===== src/rtl/fifo_pkg.sv =====
// Shared FIFO definitions: pointer width, Gray/binary conversion and the read-side flag bundle.
// Both pointer controllers import this package so their pointer encoding stays identical.
package fifo_pkg;

  localparam int ADDR_WIDTH = 4;
  localparam int PTR_W      = ADDR_WIDTH + 1;
  localparam int DEPTH      = 1 << ADDR_WIDTH;

  typedef logic [PTR_W-1:0] ptr_t;

  // Registered read-side status, kept together so a checker can bind to one signal.
  typedef struct packed {
    logic empty;
    logic almost_empty;
    ptr_t fill_level;
    logic rd_data_valid;
    logic underflow;
  } rd_flags_t;

  function automatic ptr_t bin2gray(input ptr_t b);
    return b ^ (b >> 1);
  endfunction

  function automatic ptr_t gray2bin(input ptr_t g);
    ptr_t b;
    b = g;
    for (int i = PTR_W - 2; i >= 0; i--) begin
      b[i] = b[i+1] ^ g[i];
    end
    return b;
  endfunction

endpackage


===== src/rtl/fifo_rd_ctrl_if.sv =====
// Read-side port bundle of the dual-clock FIFO: consumer pop request, synchronized
// write pointer in, and address / Gray pointer / status flags out.
interface fifo_rd_ctrl_if;
  import fifo_pkg::*;

  // Handshake: rd_en is a request that may be held at any time; a pop is accepted on
  // every rising clk where rd_en && !empty, with empty acting as the only back-pressure.
  // rd_data_valid follows an accepted pop by exactly one cycle; rd_en while empty is
  // dropped and reported on underflow for one cycle.
  logic                  rd_en;
  ptr_t                  wr_ptr_gray_sync;
  logic [ADDR_WIDTH-1:0] rd_addr;
  ptr_t                  rd_ptr_gray;
  logic                  empty;
  logic                  almost_empty;
  ptr_t                  fill_level;
  logic                  rd_data_valid;
  logic                  underflow;

  modport master (
    output rd_en, wr_ptr_gray_sync,
    input  rd_addr, rd_ptr_gray, empty, almost_empty, fill_level, rd_data_valid, underflow
  );

  modport slave (
    input  rd_en, wr_ptr_gray_sync,
    output rd_addr, rd_ptr_gray, empty, almost_empty, fill_level, rd_data_valid, underflow
  );

endinterface


===== src/rtl/fifo_rd_ctrl.sv =====
// Read-domain pointer controller: owns the binary/Gray read pointer and derives the
// empty, almost-empty and fill flags from the already-synchronized write pointer.
module fifo_rd_ctrl
  import fifo_pkg::*;
#(
  parameter int AE_LEVEL = 2
) (
  input logic           clk,
  input logic           rst,
  fifo_rd_ctrl_if.slave bus
);

  ptr_t      rd_bin;
  ptr_t      rd_gray_q;
  rd_flags_t flags_q;

  logic      pop;
  ptr_t      rd_bin_next;
  ptr_t      rd_gray_next;
  ptr_t      wr_bin;
  ptr_t      diff;
  rd_flags_t flags_next;

  always_comb begin
    pop          = bus.rd_en && !flags_q.empty;
    rd_bin_next  = rd_bin + ptr_t'(pop);
    rd_gray_next = bin2gray(rd_bin_next);
    wr_bin       = gray2bin(bus.wr_ptr_gray_sync);
    diff         = wr_bin - rd_bin_next;

    flags_next               = '0;
    flags_next.empty         = (rd_gray_next == bus.wr_ptr_gray_sync);
    // A distance beyond DEPTH can only come from a corrupted pointer; clamp it.
    flags_next.fill_level    = (diff > ptr_t'(DEPTH)) ? ptr_t'(DEPTH) : diff;
    flags_next.almost_empty  = (flags_next.fill_level <= ptr_t'(AE_LEVEL));
    flags_next.rd_data_valid = pop;
    flags_next.underflow     = bus.rd_en && flags_q.empty;
  end

  always_ff @(posedge clk or posedge rst) begin
    if (rst) begin
      rd_bin                <= '0;
      rd_gray_q             <= '0;
      flags_q.empty         <= 1'b1;
      flags_q.almost_empty  <= 1'b1;
      flags_q.fill_level    <= '0;
      flags_q.rd_data_valid <= 1'b0;
      flags_q.underflow     <= 1'b0;
    end else begin
      rd_bin    <= rd_bin_next;
      rd_gray_q <= rd_gray_next;
      flags_q   <= flags_next;
    end
  end

  assign bus.rd_addr       = rd_bin[ADDR_WIDTH-1:0];
  assign bus.rd_ptr_gray   = rd_gray_q;
  assign bus.empty         = flags_q.empty;
  assign bus.almost_empty  = flags_q.almost_empty;
  assign bus.fill_level    = flags_q.fill_level;
  assign bus.rd_data_valid = flags_q.rd_data_valid;
  assign bus.underflow     = flags_q.underflow;

endmodule


===== src/flat_wrapper.sv =====
// flat-port wrapper written by rule: the top's interface ports become plain ports
module fifo_rd_ctrl_flat import fifo_pkg::*;
#(
  parameter int AE_LEVEL = 2
)
  (clk, rst, bus_rd_en, bus_wr_ptr_gray_sync, bus_rd_addr, bus_rd_ptr_gray, bus_empty, bus_almost_empty, bus_fill_level, bus_rd_data_valid, bus_underflow);
  fifo_rd_ctrl_if bus_i ();
  input logic clk;
  input logic rst;
  input wire logic [$bits(bus_i.rd_en)-1:0] bus_rd_en;
  input wire logic [$bits(bus_i.wr_ptr_gray_sync)-1:0] bus_wr_ptr_gray_sync;
  output wire logic [$bits(bus_i.rd_addr)-1:0] bus_rd_addr;
  output wire logic [$bits(bus_i.rd_ptr_gray)-1:0] bus_rd_ptr_gray;
  output wire logic [$bits(bus_i.empty)-1:0] bus_empty;
  output wire logic [$bits(bus_i.almost_empty)-1:0] bus_almost_empty;
  output wire logic [$bits(bus_i.fill_level)-1:0] bus_fill_level;
  output wire logic [$bits(bus_i.rd_data_valid)-1:0] bus_rd_data_valid;
  output wire logic [$bits(bus_i.underflow)-1:0] bus_underflow;
  assign bus_i.rd_en = bus_rd_en;
  assign bus_i.wr_ptr_gray_sync = bus_wr_ptr_gray_sync;
  assign bus_rd_addr = bus_i.rd_addr;
  assign bus_rd_ptr_gray = bus_i.rd_ptr_gray;
  assign bus_empty = bus_i.empty;
  assign bus_almost_empty = bus_i.almost_empty;
  assign bus_fill_level = bus_i.fill_level;
  assign bus_rd_data_valid = bus_i.rd_data_valid;
  assign bus_underflow = bus_i.underflow;
  fifo_rd_ctrl #(.AE_LEVEL(AE_LEVEL)) u_core (.clk(clk), .rst(rst), .bus(bus_i));
endmodule

===== config.mk =====
export PLATFORM = sky130hd
export DESIGN_NAME = fifo_rd_ctrl_flat
export DESIGN_NICKNAME = d
export VERILOG_FILES = /design/src/rtl/fifo_pkg.sv /design/src/rtl/fifo_rd_ctrl_if.sv /design/src/rtl/fifo_rd_ctrl.sv /design/src/flat_wrapper.sv
export SDC_FILE = /design/constraint.sdc
export NUM_CORES = 1
export LEC_CHECK = 0
export BUFFER_PORTS_ARGS = -buffer_cell sky130_fd_sc_hd__buf_2
export CAP_MARGIN = 20
export CORE_UTILIZATION = 50
export CTS_CLUSTER_DIAMETER = 60
export DETAILED_ROUTE_END_ITERATION = 8
export HOLD_SLACK_MARGIN = 0.08
export PLACE_DENSITY = 0.76
export SKIP_CTS_REPAIR_TIMING = 1
export SLEW_MARGIN = 20
export SYNTH_ARGS = -nofsm -noshare
export SYNTH_HDL_FRONTEND = slang
export SYNTH_SLANG_ARGS = --single-unit

===== constraint.sdc =====
create_clock -name clk -period 6.9 [get_ports clk]
set_input_delay 0.345 -clock clk [delete_from_list [all_inputs] [get_ports clk]]
set_output_delay 0.345 -clock clk [all_outputs]
set_load 0.01 [all_outputs]

==> results.ini <==
[power]
switching_power_mw=0.305
cellInternalPower_mw=0.388
leakage_nw=0.581
comb_power_share_pct=64.4
vdd_drop_max_v=0.000316
cellPowerDensity_nw_per_um2=587
netSwitchingFraction_pct=44.0
sequential_fraction_of_design_power_pct=26.7
power_frac_clock_pct=8.9

[finish]
final_core_util_pct=66.2
sequential_cell_area_um2=453
area_growth_pct=19.5
multiInputGateArea_um2=508
postLayoutCellArea_um2=1180
layout.nets=126
fill_cells=137
layout_commonest_cell=buf_2
top_library_cells_by_usage_in_the_layout_fill_and_taps_aside=25 x buf_2, 16 x dfrtp_1, 11 x xnor2_1
antenna_cells=0
post_route_cells_drive_above_1_share_pct=34.2

[critical_path]
worst_path_max_delay_cell=dfstp_2
r2r_end=u_core.bus.almost_empty$_DFF_PP1_
startpoint_type=register
timing.critical_path.max_delay_family=compound AO/OA/AOI/OAI gates
cp_data_required_time_ns=7.12
critical_path_class=register to register
reg2regPathDepth=9
cp-endpoint=u_core.bus.almost_empty$_DFF_PP1_
critical_path_depth=9
crit_chain=nor2b_1, ha_1, ha_1, xor2_1, ha_1, a21o_1, a311o_1, o22ai_2, and4b_1
max_stage_delay_ns=0.55
path_common_cell=ha_1
worst_ep_arrival_ns=2.91
ff2ff_setup_slack_ns=4.21
critPathBufInv=0
worstSetupEndpointType=register
critical_path.max_fanout=6
critical_path.startpoint=u_core.bus.empty$_DFF_PP1_
worstReg2RegStart=u_core.bus.empty$_DFF_PP1_

[yosys]
yosysSeqAreaShare_pct=45.9
synthesis.yosys.warnings=0
synth_cells=82
mappedNetlistNets=96
syn-cell-area_um2=987
synth_enable_flop_cells=0
distinct_cell_type_count_after_synthesis=28
async_flop_share_pct=100
syn_area_per_cell_um2=12.0
yosys_most_used_dff=dfrtp_1
synth.ff_latch_count=18

[sta]
final-setup-viol-count=0
rsz0062_at_grt=no
worst_pin_slew_ns=0.623
final_hold_viol_count=0
timing.final.crit_share_pct=38.9
final-max-slew-violation-count=0
finalCriticalPeriod_ns=2.69
max_freq_mhz=372
worst_slew_margin_rel_pct=58.4
final.setup_skew_ns=0.00440
setup_tns_ns=0
final_layout_worst_hold_slack_ns=0.122

[flow_run]
cap_viol_max_count=0

[detailed_routing]
via_density_per_instance=4.79
top_signal_layer_used=met3
routedLengthMet1_um=778
detailedRoute.firstPassIterationCount=4
detail_route.wl_per_cell_um=12.1
ant_nets=0
dr_wl_met3_um=50
detail_route.iter0.violations=8
met2WireLength_um=811
drc=0
route.vias.total=652
drt_wl_total_mm=1.64

[floorplanning]
design.die.area_um2=2160
io_pins=26
start_util_pct=55.4
chipHeight_um=46.4
core_region_area_um2=1780
row_count=15
die_x_um=46.4

[clock_network]
clock_insertion_delay_worst_skew_ns=0.28
clk_sinks=18
cts_made_buffers=3
cts_tree=built
clk_root_buffer_cell=clkbuf_4
cts_buffer_depth=2
htreeDepth=1
worst_setup_hold_path_clk_slew_ns=0.10

[place]
dpl.hpwl_mm=1.33
placed_cell_area_um2=1140
place.port_buffers=25
globalplace.congestion=0.710

[global_route]
globalRoute.totalOverflow=0
grt_usage_pct=18.0
grt_pass1_wl_mm=2.71
grt_pass1_vias=605
grt_antenna_before_repair=0
grt_start_max_net_pins=19

[run_status]
outcome=finished clean

[worst_hold_path]
hold_path_class=input port to async pin

[Yosys cell counts, drive strengths merged, types with 2 or more instances]
cell type	n	area share [%]
a221oi	2	3.0
dfrtp	16	41
inv	7	2.7
ha	6	7.6
xnor2	13	13
dfstp	2	5.3
nor2b	2	1.3
o21ai	2	1.0
nor2	6	2.3
nand3	2	1.0
xor2	8	7.1
[worst min-delay path by stage]
stage,start,endpoint,slack [ns],cells past startpoint
detailed placement,rst,u_core.bus.fill_level[2]$_DFF_PP0_,0.46,2
floorplan,rst,u_core.bus.fill_level[0]$_DFF_PP0_,0.28,1
CTS,rst,u_core.bus.fill_level[2]$_DFF_PP0_,0.14,2
global route,rst,u_core.bus.fill_level[4]$_DFF_PP0_,0.17,2
global placement,rst,u_core.bus.fill_level[4]$_DFF_PP0_,0.45,2
finish,rst,u_core.bus.fill_level[0]$_DFF_PP0_,0.12,2
[through the flow]
step	setup slack, ns	std cells	total power [mW]
floorplan	4.28	82	0.525
global placement	3.94	132	0.621
detailed placement	3.93	132	0.634
CTS	4.22	136	0.699
global route	4.11	136	0.756
finish	4.21	136	0.692
[sequential cells by signal, indices dropped and copies added, names as in the netlist]
| name | flops |
|---|---|
| u_core.rd_bin | 5 |
| u_core.bus.empty | 1 |
| u_core.bus.fill_level | 5 |
| u_core.bus.almost_empty | 1 |
| u_core.bus.underflow | 1 |
| u_core.bus.rd_data_valid | 1 |
| u_core.bus.rd_ptr_gray | 4 |
[routing by layer]
layer	vias to the layer above	GRT usage, %
met1	296	24.6
met4	0	5.29
met2	19	28.6
li1	337	-
met3	0	3.53
met5	-	0
[area by class of cell]
cell class	count	area share (%)
inverters	7	2.23
clock buffers	4	3.08
flip-flops and latches	18	38.4
well taps	25	2.65
multi-input cells	57	43.1
repair buffers	25	10.6
[kinds of logic after synthesis]
group / after synthesis / synth area share [%]
xor gates and xnor gates: 22 / 22.7
DFF: 18 / 45.9
buffers and inverters: 7 / 2.66
AOI/OAI and AO/OA: 11 / 10.9
muxes: 1 / 1.01
and+or+nand+nor: 17 / 9.25
adders and majority gates: 6 / 7.60
[power groups by stage]
stage / clock, mW / sequential, mW / combinational [mW]
floorplan: 0 / 0.211 / 0.314
global placement: 0 / 0.186 / 0.435
detailed placement: 0 / 0.187 / 0.448
CTS: 0.0640 / 0.186 / 0.449
global route: 0.0696 / 0.190 / 0.497
finish: 0.0616 / 0.185 / 0.446
No activity file was read; power rests on OpenSTA's default activity.
